$ cat src/rtl/lfsr_arb_pkg.sv
// Shared types and constants for the LFSR-backed random-byte arbiter.
// Holds the FSM state enum, the Fibonacci tap mask and the reset/lock-up seed.
package lfsr_arb_pkg;

    typedef enum logic [1:0] {
        ST_IDLE  = 2'd0,
        ST_STEP  = 2'd1,
        ST_GRANT = 2'd2
    } state_t;

    localparam logic [7:0] LFSR_TAPS  = 8'hB8;
    localparam logic [7:0] LFSR_RESET = 8'h01;

    // Feedback is the parity of bits 7,5,4,3, shifted in at the bottom.
    function automatic logic [7:0] lfsrNext(input logic [7:0] s);
        return {s[6:0], ^(s & LFSR_TAPS)};
    endfunction

    function automatic logic [7:0] seedFix(input logic [7:0] s);
        return (s == 8'h00) ? LFSR_RESET : s;
    endfunction

endpackage

$ cat src/rtl/lfsr_arb_rr.sv
// Two-way round-robin picker: the pointer names the preferred requester
// when both request; a lone requester always wins.
import lfsr_arb_pkg::*;

module lfsr_arb_rr (
    input  logic [1:0] i_req,
    input  logic       i_ptr,
    output logic       o_winner,
    output logic       o_any
);

    always_comb begin
        o_any = |i_req;
        if (i_req == 2'b11) begin
            o_winner = i_ptr;
        end else begin
            o_winner = i_req[1];
        end
    end

endmodule

$ cat src/rtl/lfsr_arb.sv
// Random-byte arbiter: the LFSR advances STEPS times between grants, and the
// winner receives the LFSR state. Optional macro LFSR_ARB_FREERUN_EN lets the
// LFSR also advance in every IDLE cycle.
import lfsr_arb_pkg::*;

module lfsr_arb #(
    parameter int unsigned STEPS = 8
) (
    input  logic       clk,
    input  logic       rst,
    input  logic       seed_we,
    input  logic [7:0] seed,
    input  logic [1:0] req,
    output logic [1:0] gnt,
    output logic       rnd_valid,
    output logic [7:0] rnd_data,
    output logic [7:0] lfsr_bits,
    output logic       busy
);

    localparam logic [7:0] STEP_LOAD = 8'(STEPS - 1);

    state_t     r_state;
    logic [7:0] r_lfsr;
    logic [7:0] r_count;
    logic       r_ptr;
    logic       r_winner;

    logic       w_rrWinner;
    logic       w_reqAny;
    logic       w_grantHit;

    lfsr_arb_rr u_rr (
        .i_req    (req),
        .i_ptr    (r_ptr),
        .o_winner (w_rrWinner),
        .o_any    (w_reqAny)
    );

    // The grant is qualified by the live req and seed_we, so it decodes the
    // registered state in the same cycle rather than being pre-registered.
    assign w_grantHit = (r_state == ST_GRANT) && !seed_we && req[r_winner];
    assign gnt        = w_grantHit ? (r_winner ? 2'b10 : 2'b01) : 2'b00;
    assign rnd_valid  = w_grantHit;
    assign rnd_data   = r_lfsr;
    assign lfsr_bits  = r_lfsr;
    assign busy       = (r_state != ST_IDLE);

    always_ff @(posedge clk or posedge rst) begin
        if (rst) begin
            r_state  <= ST_IDLE;
            r_lfsr   <= LFSR_RESET;
            r_count  <= 8'd0;
            r_ptr    <= 1'b0;
            r_winner <= 1'b0;
        end else if (seed_we) begin
            r_lfsr  <= seedFix(seed);
            r_state <= ST_IDLE;
        end else begin
            case (r_state)
                ST_IDLE: begin
`ifdef LFSR_ARB_FREERUN_EN
                    r_lfsr <= lfsrNext(r_lfsr);
`endif
                    if (w_reqAny) begin
                        r_winner <= w_rrWinner;
                        r_count  <= STEP_LOAD;
                        r_state  <= ST_STEP;
                    end
                end
                ST_STEP: begin
                    r_lfsr <= lfsrNext(r_lfsr);
                    if (r_count == 8'd0) begin
                        r_state <= ST_GRANT;
                    end else begin
                        r_count <= r_count - 8'd1;
                    end
                end
                ST_GRANT: begin
                    if (req[r_winner]) begin
                        r_ptr <= ~r_winner;
                    end
                    r_state <= ST_IDLE;
                end
                default: begin
                    r_state <= ST_IDLE;
                end
            endcase
        end
    end

endmodule

$ cat config.mk
export PLATFORM = sky130hd
export DESIGN_NAME = lfsr_arb
export DESIGN_NICKNAME = d
export VERILOG_FILES = /design/src/rtl/lfsr_arb_pkg.sv /design/src/rtl/lfsr_arb_rr.sv /design/src/rtl/lfsr_arb.sv
export SDC_FILE = /design/constraint.sdc
export NUM_CORES = 1
export LEC_CHECK = 0
export ABC_AREA = 1
export BUFFER_PORTS_ARGS = -buffer_cell sky130_fd_sc_hd__buf_2
export CAP_MARGIN = 20
export CORE_UTILIZATION = 49
export DETAILED_ROUTE_END_ITERATION = 10
export PLACE_DENSITY = 0.75
export SETUP_SLACK_MARGIN = 0.1
export SYNTH_ARGS = -nofsm -noshare
export SYNTH_HDL_FRONTEND = slang
export SYNTH_SLANG_ARGS = --single-unit
$ cat constraint.sdc
create_clock -name clk -period 3.05 [get_ports clk]
set_input_delay 0.1525 -clock clk [delete_from_list [all_inputs] [get_ports clk]]
set_output_delay 0.1525 -clock clk [all_outputs]
set_load 0.01 [all_outputs]
==> results, run 1 <==
- The number of standard cells in the layout, taps in and fillers out is approximately 230.
- The worst hold path passes through 3 cells.
- The maximum number of buffers from clock root to sink is 2.
- For this run, the number of Yosys warnings is 0.
- Setup violations remaining at the end of the flow were counted as 0.
- In this run the count of I/O pins placed on the die edge is 33.
- The post-synthesis sequential element count is 20.
- The smallest clock period supported by the final layout is computed as 1420 ps.
- The antenna cell count is 0.
- Data on the critical path is required at its endpoint by 2900 ps.
- The highest clock rate is just over 700 MHz.
- The tool flagged a number of max-cap violations equal to 0.
- Routability-driven placement finished with a final weighted congestion of 0.857.
- The detailed-route wire length per cell is between 10 and 15 um.
- The number of global-route vias before repair was 970.
- Data arrives at the worst endpoint at 1260 ps.
- After filler insertion, the fill cell instance count of the layout stands at 229.
- Dividing the synthesized area by the synthesized cell count gives about 7.6 um^2.
- Traced cell by cell, the critical path runs through inv_2, nand3_1, nor2_1, buf_2.
- Grouping stages by cell kind, the critical path spends the most delay in flip-flops.
- The launch instance of the worst min-delay path is seed[6].
- After clock tree synthesis, the clock-pin slew on the worst setup and hold paths is 120 ps.
- The root buffer cell is sky130_fd_sc_hd__clkbuf_4.
- The clock insertion delay at the later pin of the skew report is 310 ps.
- The critical path starts at r_state[0]$_DFFE_PP0P_.
- In this run, placement finished with an instance count of 224.
- The pre-antenna-repair detailed-routing pass consisted of 4 iterations.
- The run finished with clean final reports.
- The global-route wire length before repair is roughly 4100 um.
- The total count of max-transition violations in the final report is 0.
- The worst setup path is captured at a primary output.
- Post-CTS repair changed the size of 0 cells.
- The number of cell instances on the worst register-to-register path is 8.
- The share of the clock period used by the worst path after layout is between 40% and 50%.
- Along the worst path, the maximum fanout reaches 4.
- Buffers placed on the I/O ports in this run total 32.
- The power per cell area is 880 mW/mm^2.
- CTS built an H-tree with a depth of 1.
- The library cell used most frequently in the layout, excluding fill and tap cells, is sky130_fd_sc_hd__nand2_1.
- The number of clock buffers added by TritonCTS is 3.
- The gate count of the mapped netlist is 171.
- The library cell contributing the largest single delay on the critical path is sky130_fd_sc_hd__dfrtp_1.
- The die area is about 0.0029 mm^2.
- The post-DP HPWL is 1970 um.
- The synthesized netlist occupies a cell area of 0.00130 mm^2.
- In this run the tightest slew margin relative to its limit is 50.0%.
- In this run the remaining antenna-violating nets after routing total 0.
- After detailed routing, the number of remaining DRC violations is 0.
- Setup repair after global routing left no endpoint under its margin.
- The clock tree from TritonCTS is done.
- The floorplan step defined a core boundary enclosing 0.00248 mm^2.
- The number of buffer and inverter instances along the worst setup path is 2.
- For this design the static power due to leakage is around 0.8 nW.
- In the routed layout, each cell is associated on average with a via count of 5.12.
- For this run, the slowest stage of the critical path takes 390 ps.
- The critical path crosses 4 cells after its start point.
- The worst setup path is launched from a flop.
- Counting every net in the synthesized netlist gives roughly 190.
- Clock skew on the completed layout was measured at 1.74 ps.
- The source of the worst register-to-register timing path is r_count[0]$_DFFE_PP0P_.
- The post-route worst hold slack is 127 ps.
- The final global-route overflow total is 0.
- The die outline height is between 50 and 60 um.
- The number of hold violations in the final report is 0.
- At the pin with the least slew margin, the transition time is around 750 ps.
- The routed design has between 2000 and 3000 um of wire.
- In the final design database the tool counted 215 nets.
- The starting density of the core is a little over half.
- Counting every sink on the clock net gives 20.
- The worst min-delay path category is in2reg.
- The horizontal die dimension is 53.4 um.
- The worst setup path is of the reg2out kind.
- The design draws 1.28 mW.
- Summing over every cut layer, the via total after detailed routing is 1172.
- The final setup TNS is 0 ps.
- The largest net degree at the start of global routing is 21.
- The maximum VDD drop is 0.596 mV.
- In the layout the commonest cells are sky130_fd_sc_hd__nand2_1, sky130_fd_sc_hd__buf_2, sky130_fd_sc_hd__inv_1.
- After synthesis, the netlist uses 29 different library cells.
- The register area share after synthesis is between 30 and 40%.
- The number of placement rows is 18.
- From synthesis to final layout, the design area changed by 12.5%.
- The initial antenna violation count came to 0.
- The number of DRC markers in iteration 0 is 40.
- In the global route stage, overall resource usage came out at 20.1%.
- The ratio of cells with drive above 1 in the final layout is about a quarter.
## tightest hold or removal path, cell delays in order
cell	delay (ps)
sky130_fd_sc_hd__buf_2	90
sky130_fd_sc_hd__inv_1	60
sky130_fd_sc_hd__o211ai_1	90
## metal layers
layer	share of wire [%]	track usage, %	up-vias	wire length [um]
met5	0	0	-	0
met4	1.9	9.21	0	51
met3	5.8	3.45	7	155
met2	49	31.3	49	1290
met1	44	26.7	525	1160
li1	-	-	591	-
## kinds of logic after synthesis
family,after synthesis,share of synthesized area (%)
AND/OR/NAND/NOR,88,32.6
buffers and inverters,37,13.8
AO/OA/AOI/OAI,20,10.2
flip-flops,20,38.7
XOR/XNOR,4,2.70
adder cells (fa/ha/maj),2,1.93
## state kept, by name (all words and copies together) (netlist names)
register   cells
r_ptr          1
r_winner       1
lfsr_bits      8
r_state        2
r_count        8
## area by class of cell
type | instances | area, um^2 | area share, %
Multi-Input combinational cell | 114 | 616 | 42.2
Sequential cell | 20 | 502 | 34.4
Timing Repair Buffer | 33 | 170 | 11.7
Inverter | 28 | 108 | 7.38
Tap cell | 30 | 37.5 | 2.57
Clock buffer | 4 | 26.3 | 1.80
## cell usage after synthesis
| master | number | area [um^2] |
|---|---|---|
| sky130_fd_sc_hd__nor2_8 | 1 | 20.0 |
| sky130_fd_sc_hd__o221ai_1 | 2 | 17.5 |
| sky130_fd_sc_hd__nand3_1 | 12 | 60.1 |
| sky130_fd_sc_hd__inv_2 | 3 | 11.3 |
| sky130_fd_sc_hd__dfstp_2 | 1 | 26.3 |
| sky130_fd_sc_hd__nand3_2 | 1 | 10.0 |
| sky130_fd_sc_hd__nand3b_4 | 1 | 20.0 |
| sky130_fd_sc_hd__nand2_2 | 2 | 12.5 |
| sky130_fd_sc_hd__nand2_1 | 46 | 173 |
| sky130_fd_sc_hd__o21ai_0 | 5 | 25.0 |
| sky130_fd_sc_hd__buf_6 | 1 | 11.3 |
| sky130_fd_sc_hd__dfrtp_1 | 19 | 475 |
| sky130_fd_sc_hd__xor2_1 | 2 | 17.5 |
| sky130_fd_sc_hd__ha_1 | 2 | 25.0 |
| sky130_fd_sc_hd__inv_1 | 24 | 90.1 |
| sky130_fd_sc_hd__nor3_1 | 1 | 5.00 |
| sky130_fd_sc_hd__nand2_4 | 2 | 22.5 |
| sky130_fd_sc_hd__o21ai_2 | 3 | 26.3 |
| sky130_fd_sc_hd__inv_4 | 1 | 6.26 |
| sky130_fd_sc_hd__o211ai_1 | 5 | 37.5 |
| sky130_fd_sc_hd__o21ai_1 | 3 | 15.0 |
| sky130_fd_sc_hd__buf_4 | 8 | 60.1 |
| sky130_fd_sc_hd__o22ai_1 | 1 | 6.26 |
| sky130_fd_sc_hd__a21oi_1 | 1 | 5.00 |
| sky130_fd_sc_hd__nor2_2 | 2 | 12.5 |
| sky130_fd_sc_hd__nand4_1 | 2 | 12.5 |
| sky130_fd_sc_hd__nor2_1 | 17 | 63.8 |
| sky130_fd_sc_hd__xnor2_1 | 2 | 17.5 |
| sky130_fd_sc_hd__nor2_4 | 1 | 11.3 |
## final timing paths
check | end | slack (ps)
setup / recovery | gnt[1] | 1630
hold / removal | lfsr_bits[6]$_DFFE_PP0P_ | 130
setup reg to reg | r_count[7]$_DFFE_PP0P_ | 1680
hold reg to reg | lfsr_bits[0]$_DFFE_PP1P_ | 500
max in group asynchronous | lfsr_bits[6]$_DFFE_PP0P_ | 2070
min in group asynchronous | r_state[0]$_DFFE_PP0P_ | 510
## power by group
part	internal [mW]	switching, mW	leakage, nW
logic	0.253	0.424	0.517
registers	0.367	0.101	0.248
clock network	0.0510	0.0874	0.0150
## repair_timing
item                      CTS  global route
hold buffers                1             0
hold endpoints to repair   19             0
setup buffers               0             0
## per-stage QoR
step	utilization, %	instance area [um^2]	setup WS [ps]
after floorplan	-	1300	1810
after global placement	57.4	1420	1740
after detailed placement	57.4	1420	1690
after CTS	58.9	1460	1640
after global routing	58.9	1460	1520
final	58.9	1460	1630
Power figures use the tool's default switching activity.
==> run 2: changes to the inputs <==
==> constraint.sdc (replaced) <==
create_clock -name clk -period 1.42 [get_ports clk]
set_input_delay 0.071 -clock clk [delete_from_list [all_inputs] [get_ports clk]]
set_output_delay 0.071 -clock clk [all_outputs]
set_load 0.01 [all_outputs]
==> results, run 2 (synthesis gave the netlist of run 1 again) <==
- The critical path launch point type is a flop (unchanged).
- The clock edge transition at the registers on the reported setup and hold paths came to 120 ps (about the same).
- The highest clock rate is 728 MHz.
- The post-route total power is 3.57 mW (was 1.28 mW).
- The clock tree from TritonCTS is done (unchanged).
- The number of buffer cells added on primary ports is 32 (unchanged).
- The worst min-delay path category was in2reg (unchanged).
- The first-pass iteration count of the detailed router was 4 (unchanged).
- The post-detailed-route count of antenna-violating nets is 0 (unchanged).
- The number of placed instances, taps included was 226 (was 224).
- The maximum clock skew at final layout was 4.08 ps (was 1.74 ps).
- The critical-path maximum fanout is 7 (was 4).
- The final setup TNS is 0 ps (unchanged).
- The kind of critical path was reg2reg (was reg2out).
- The final global-route overflow total is 0 (unchanged).
- The transition time at the pin with the least slew margin is 262 ps (was 750 ps).
- The largest net degree at the start of global routing is 21 (unchanged).
- Subtracting the final worst setup slack from the clock period gives 1370 ps.
- The number of vias per cell after detailed routing was 5.21 (was 5.12).
- The I/O pin total is 33 (unchanged).
- Setup repair after global routing missed its margin: true (was false).
- The number of placement rows is 18 (unchanged).
- The overall fraction of global-route tracks in use came to 21.5% (was 20.1%).
- The number of H-tree branching levels was 1 (unchanged).
- The maximum VDD drop came to 1.41 mV (was 0.596 mV).
- The required time at the worst-slack endpoint was 1690 ps (was 2900 ps).
- The number of DRC markers in iteration 0 came to 50 (was 40).
- The final cell utilization of the core was 69.5% (was 58.9%).
- The routed wire length came to 3410 um (was 2650 um).
- The power per cell area is 2070 mW/mm^2 (was 880 mW/mm^2).
- The antenna cell count is 0 (unchanged).
- Commonest cells after routing, fill and taps aside: sky130_fd_sc_hd__nand2_1, sky130_fd_sc_hd__buf_2, sky130_fd_sc_hd__inv_1 (unchanged).
- The TritonCTS sink count was 20 (unchanged).
- The finished layout cell area was 0.00172 mm^2 (was 0.00146 mm^2).
- The number of global-route vias before repair is 994 (was 970).
- The type of element capturing the critical path is a flop (was primary output).
- The standby leakage power is 0.894 nW (was 0.780 nW).
- The area added between synthesis and finish was 32.9% (was 12.5%).
- The die area was 0.00286 mm^2 (unchanged).
- The post-DP HPWL is 2080 um (was 1970 um).
- The root buffer cell was sky130_fd_sc_hd__clkbuf_4 (unchanged).
- The share of the clock period used by the worst path after layout is 96.7%.
- The ratio of cells with drive above 1 in the final layout is 41.3% (was 26.6%).
- The number of remaining DRC errors is 0 (unchanged).
- The number of nets in the finished design was 234 (was 215).
- The final RePlAce weighted congestion is 0.868 (was 0.857).
- The critical path data arrival time is 1640 ps (was 1260 ps).
- The horizontal die dimension is 53.4 um (unchanged).
- The most common cell after layout, fill and taps aside is sky130_fd_sc_hd__nand2_1 (unchanged).
- The total count of max-transition violations in the final report is 0 (unchanged).
- The starting density of the core came to 52.3% (unchanged).
- The via total after detailed routing is 1292 (was 1172).
- Run status: finished, final reports clean (unchanged).
- The detailed-route wire length per cell is 13.7 um (was 11.6 um).
- The total CTS buffers is 3 (unchanged).
- The post-detailed-placement cell area was 0.00144 mm^2 (was 0.00142 mm^2).
- The count of endpoints failing setup in the final report is 0 (unchanged).
- The clock insertion delay at the later pin of the skew report is 320 ps (was 310 ps).
- The initial antenna violation count is 0 (unchanged).
- The global-route wire length before repair came to 4370 um (was 4080 um).
- The number of hold violations in the final report is 0 (unchanged).
- The area inside the core boundary came to 0.00248 mm^2 (unchanged).
- The max-capacitance violation count is 0 (unchanged).
- The die outline height is 53.4 um (unchanged).
- The maximum number of buffers from clock root to sink is 2 (unchanged).
- The number of standard cells in the layout, taps in and fillers out is 248 (was 229).
- The max-slew headroom at the worst pin is 82.5% (was 50.0%).
run 2: worst max-delay path, cell delays in order (launching register included):
cell                      delay (ps)
sky130_fd_sc_hd__dfrtp_1         440
sky130_fd_sc_hd__nor2_4          260
sky130_fd_sc_hd__inv_4           110
sky130_fd_sc_hd__nor2_8          170
sky130_fd_sc_hd__nand2_4          70
sky130_fd_sc_hd__nand2_4         110
sky130_fd_sc_hd__nand2_1          70
sky130_fd_sc_hd__nand2_1          70
run 2: final cells by class:
| cell class | count | area, um^2 |
|---|---|---|
| Tap cell | 30 | 37.5 |
| Sequential cell | 20 | 502 |
| Clock inverter | 1 | 30.0 |
| Timing Repair Buffer | 51 | 318 |
| Inverter | 28 | 108 |
| Clock buffer | 3 | 22.5 |
| Fill cell | 191 | 754 |
| Multi-Input combinational cell | 115 | 706 |
run 2: repair_timing:
item / in CTS / in global routing
resized for setup: 2 / 21
setup buffers: 4 / 12
hold buffers: 1 / 0
endpoints found under the setup margin: 9 / 13
hold endpoints to repair: 19 / 0
cloned: 0 / 1
pin swaps: 3 / 8
run 2: layer usage:
layer  global-route usage, %  share of wire (%)  vias up
li1                        -                  -      631
met1                    27.6                 41      589
met2                    36.3                 50       63
met3                    3.45                6.9        9
met4                    6.58                1.7        0
met5                       0                  0        -
run 2: stage by stage:
step / setup WS, ps / hold WS (ps)
final: 47.0 / 31.2
after global routing: -0.0401 / 46.5
after CTS: 100 / 32.5
after detailed placement: 60.1 / 118
after global placement: 114 / 106
after floorplan: 185 / 34.1
run 2: worst paths after layout:
check | startpoint | endpoint | slack (ps) | cells after the start
worst min-delay path | seed[6] | lfsr_bits[6]$_DFFE_PP0P_ | 30 | 3
min in group asynchronous | rst | r_state[0]$_DFFE_PP0P_ | 310 | 4
worst max-delay path | r_state[1]$_DFFE_PP0P_ | r_count[3]$_DFFE_PP0P_ | 50 | 7
max in group asynchronous | rst | lfsr_bits[0]$_DFFE_PP1P_ | 840 | 4
worst max register to register | r_state[1]$_DFFE_PP0P_ | r_count[3]$_DFFE_PP0P_ | 50 | 7
worst min register to register | lfsr_bits[0]$_DFFE_PP1P_ | lfsr_bits[0]$_DFFE_PP1P_ | 500 | 2
run 2: power breakdown:
part | switching, mW | total (mW) | internal (mW) | leakage (nW)
clock | 0.200 | 0.486 | 0.286 | 0.0279
combinational | 1.16 | 2.06 | 0.900 | 0.619
sequential | 0.232 | 1.02 | 0.789 | 0.248
total | 1.60 | 3.57 | 1.97 | 0.894
==> run 3: changes to the inputs <==
--- a/config.mk
+++ b/config.mk
@@ -8,7 +8,8 @@
 export ABC_AREA = 1
 export BUFFER_PORTS_ARGS = -buffer_cell sky130_fd_sc_hd__buf_2
 export CAP_MARGIN = 20
-export CORE_UTILIZATION = 49
+export CORE_MARGIN = 3
+export CORE_UTILIZATION = 47
 export DETAILED_ROUTE_END_ITERATION = 10
 export PLACE_DENSITY = 0.75
 export SETUP_SLACK_MARGIN = 0.1
==> constraint.sdc (replaced) <==
create_clock -name clk -period 1.25 [get_ports clk]
set_input_delay 0.0625 -clock clk [delete_from_list [all_inputs] [get_ports clk]]
set_output_delay 0.0625 -clock clk [all_outputs]
set_load 0.01 [all_outputs]
==> results, run 3 (synthesis gave the netlist of run 1 again) <==
- The clock insertion delay at the later pin of the skew report is 310 ps (was 320 ps).
- The kind of critical path is reg2reg (unchanged).
- The starting density of the core is 50.9% (was 52.3%).
- The TritonCTS sink count is 20 (unchanged).
- The antenna cell count is 0 (unchanged).
- The number of hold violations in the final report is 0 (unchanged).
- The area added between synthesis and finish came to 33.9% (was 32.9%).
- Setup repair after global routing missed its margin: true (unchanged).
- Run status: finished, violations left (was finished, final reports clean).
- The worst-case setup slack after placement was -18.6 ps (was 60.1 ps).
- The number of vias per cell after detailed routing was 5.14 (was 5.21).
- The share of the clock period used by the worst path after layout was 108% (was 96.7%).
- The max-capacitance violation count is 0 (unchanged).
- The via total after detailed routing is 1254 (was 1292).
- Among the stages of the critical path, the cell type that occurs most often is sky130_fd_sc_hd__nand2_4.
- The count of endpoints failing setup in the final report is 11 (was 0).
- Critical-path cell list: inv_2, ha_4, nand2_4, nor2_4, nand2_2, nand2_4, nand2_8, o21ai_2, nand2_1 (was nor2_4, inv_4, nor2_8, nand2_4, nand2_4, nand2_1, nand2_1).
- The origin of the worst setup path is r_count[0]$_DFFE_PP0P_ (was r_state[1]$_DFFE_PP0P_).
- The transition time at the pin with the least slew margin came to 432 ps (was 262 ps).
- The detailed-route wire length per cell came to 13.1 um (was 13.7 um).
- The critical path data arrival time was 1560 ps (was 1640 ps).
- The post-route total power was 3.89 mW (was 3.57 mW).
- The global-route wire length before repair was 4970 um (was 4370 um).
- The source of the worst register-to-register timing path is r_count[0]$_DFFE_PP0P_ (was r_state[1]$_DFFE_PP0P_).
- The number of buffer cells added on primary ports was 32 (unchanged).
- The type of element capturing the critical path is a flop (unchanged).
- The standby leakage power is 0.883 nW (was 0.894 nW).
- The clock edge transition at the registers on the reported setup and hold paths is 130 ps (was 120 ps).
- The number of remaining DRC errors is 0 (unchanged).
- The required time at the worst-slack endpoint is 1460 ps (was 1690 ps).
- The first-pass iteration count of the detailed router is 4 (unchanged).
- The overall fraction of global-route tracks in use is 18.6% (was 21.5%).
- The maximum VDD drop is 1.26 mV (was 1.41 mV).
- The I/O pin total is 33 (unchanged).
- The final cell utilization of the core is 68.2% (was 69.5%).
- The most common cell after layout, fill and taps aside is sky130_fd_sc_hd__nand2_1 (unchanged).
- The number of placement rows came to 18 (unchanged).
- The highest clock rate was 741 MHz (was 728 MHz).
- The initial antenna violation count is 0 (unchanged).
- The library cell contributing the largest single delay on the critical path is sky130_fd_sc_hd__dfrtp_1 (unchanged).
- The worst min-delay path category is in2reg (unchanged).
- The horizontal die dimension is 58.5 um (was 53.4 um).
- The maximum clock skew at final layout came to 12.6 ps (was 4.08 ps).
- The critical-path maximum fanout is 7 (unchanged).
- The worst reg-to-reg setup slack is -100 ps (was 50 ps).
- The final global-route overflow total is 0 (unchanged).
- The delay of the slowest cell on the worst path came to 430 ps (was 440 ps).
- The met2 track utilization from global routing was 31.9% (was 36.3%).
- The area inside the core boundary is 0.00254 mm^2 (was 0.00248 mm^2).
- The power per cell area is 2240 mW/mm^2 (was 2070 mW/mm^2).
- The post-DP HPWL is 2260 um (was 2080 um).
- The root buffer cell is sky130_fd_sc_hd__clkbuf_4 (unchanged).
- The maximum number of buffers from clock root to sink was 2 (unchanged).
- The final setup TNS came to -646 ps (was 0 ps).
- The total count of max-transition violations in the final report is 0 (unchanged).
- The final worst setup slack came to -99.2 ps (was 47.0 ps).
- The launch instance of the worst min-delay path is req[1] (was seed[6]).
- The die area came to 0.00342 mm^2 (was 0.00286 mm^2).
- The critical path launch point type is a flop (unchanged).
- Commonest cells after routing, fill and taps aside: sky130_fd_sc_hd__nand2_1, sky130_fd_sc_hd__buf_2, sky130_fd_sc_hd__inv_1 (unchanged).
- The max-slew headroom at the worst pin is 71.2% (was 82.5%).
- The finished layout cell area is 0.00174 mm^2 (was 0.00172 mm^2).
- The die outline height came to 58.5 um (was 53.4 um).
- The met1 track utilization from global routing is 23.9% (was 27.6%).
- The number of DRC markers in iteration 0 is 29 (was 50).
- The met3 demand-to-capacity share in global routing was 3.07% (was 3.45%).
- The number of nets in the finished design came to 230 (was 234).
- The number of H-tree branching levels came to 1 (unchanged).
- The total CTS buffers is 3 (unchanged).
- The ratio of cells with drive above 1 in the final layout is 43.5% (was 41.3%).
- The clock tree from TritonCTS is done (unchanged).
- The post-detailed-placement cell area is 0.00147 mm^2 (was 0.00144 mm^2).
- The most used routing layer in global routing is met2 (unchanged).
- The post-detailed-route count of antenna-violating nets is 0 (unchanged).
- The time the final worst path needs with I/O delays and setup was 1350 ps (was 1370 ps).
- The largest net degree at the start of global routing is 14 (was 21).
- The final RePlAce weighted congestion came to 0.848 (was 0.868).
- The number of global-route vias before repair is 1158 (was 994).
- The checks that failed: negative setup slack.
- The routed wire length is 3200 um (was 3410 um).
-- run 3: cell types whose count changed in the layout (fill, tap and decap cells not counted), moves of 2 or more --
cell	before	now
sky130_fd_sc_hd__buf_4	17	8
sky130_fd_sc_hd__buf_6	0	6
sky130_fd_sc_hd__nand2_1	41	36
sky130_fd_sc_hd__dfrtp_1	19	16
sky130_fd_sc_hd__dfrtp_2	0	3
sky130_fd_sc_hd__o21ai_1	1	4
sky130_fd_sc_hd__nand2_2	6	8
sky130_fd_sc_hd__nand2_4	4	6
sky130_fd_sc_hd__o21ai_0	5	3
-- run 3: metrics by stage --
| step | std cells | hold slack (ps) |
|---|---|---|
| floorplan | 171 | 25.6 |
| global placement | 230 | 72.3 |
| detailed placement | 230 | 77.8 |
| CTS | 237 | 33.8 |
| global route | 244 | 22.1 |
| finish | 244 | 37.5 |
-- run 3: area by class of cell --
type	instances	area [um^2]
Fill cell	203	810
Multi-Input combinational cell	115	743
Sequential cell	20	505
Timing Repair Buffer	47	313
Inverter	28	110
Tap cell	30	37.5
Clock buffer	4	26.3
-- run 3: path summary, 6_finish.rpt --
path,to,cells past startpoint
setup / recovery,r_count[0]$_DFFE_PP0P_,9
hold / removal,r_winner$_DFFE_PP0P_,3
setup reg to reg,r_count[0]$_DFFE_PP0P_,9
hold reg to reg,lfsr_bits[0]$_DFFE_PP1P_,2
max in group asynchronous,r_state[1]$_DFFE_PP0P_,4
min in group asynchronous,lfsr_bits[1]$_DFFE_PP0P_,3
-- run 3: where the power goes --
group / internal [mW] / switching (mW) / leakage, nW
sequential: 0.902 / 0.265 / 0.243
clock: 0.124 / 0.211 / 0.0150
combinational: 1.04 / 1.35 / 0.624
total: 2.07 / 1.82 / 0.883
-- run 3: worst max-delay path, delay by kind of cell (launching register included) --
| family | cells | cell delay (ps) |
|---|---|---|
| DFF | 1 | 430 |
| adders and majority gates | 1 | 140 |
| AOI/OAI and AO/OA | 1 | 60 |
| buffers and inverters | 1 | 110 |
| and+or+nand+nor | 6 | 510 |
-- run 3: what timing repair did --
| action | in CTS | in global routing |
|---|---|---|
| resized for setup | 3 | 41 |
| endpoints found under the setup margin | 18 | 23 |
| pin swaps | 2 | 16 |
| buffers inserted | 2 | 6 |
| hold buffers | 1 | 0 |
| hold endpoints to repair | 9 | 0 |
| gates cloned | 0 | 1 |
-- run 3: metal layers --
layer  vias up  wire length (um)
met5         -                 0
met3         4               178
li1        623                 -
met2        42              1620
met4         0                22
met1       585              1370
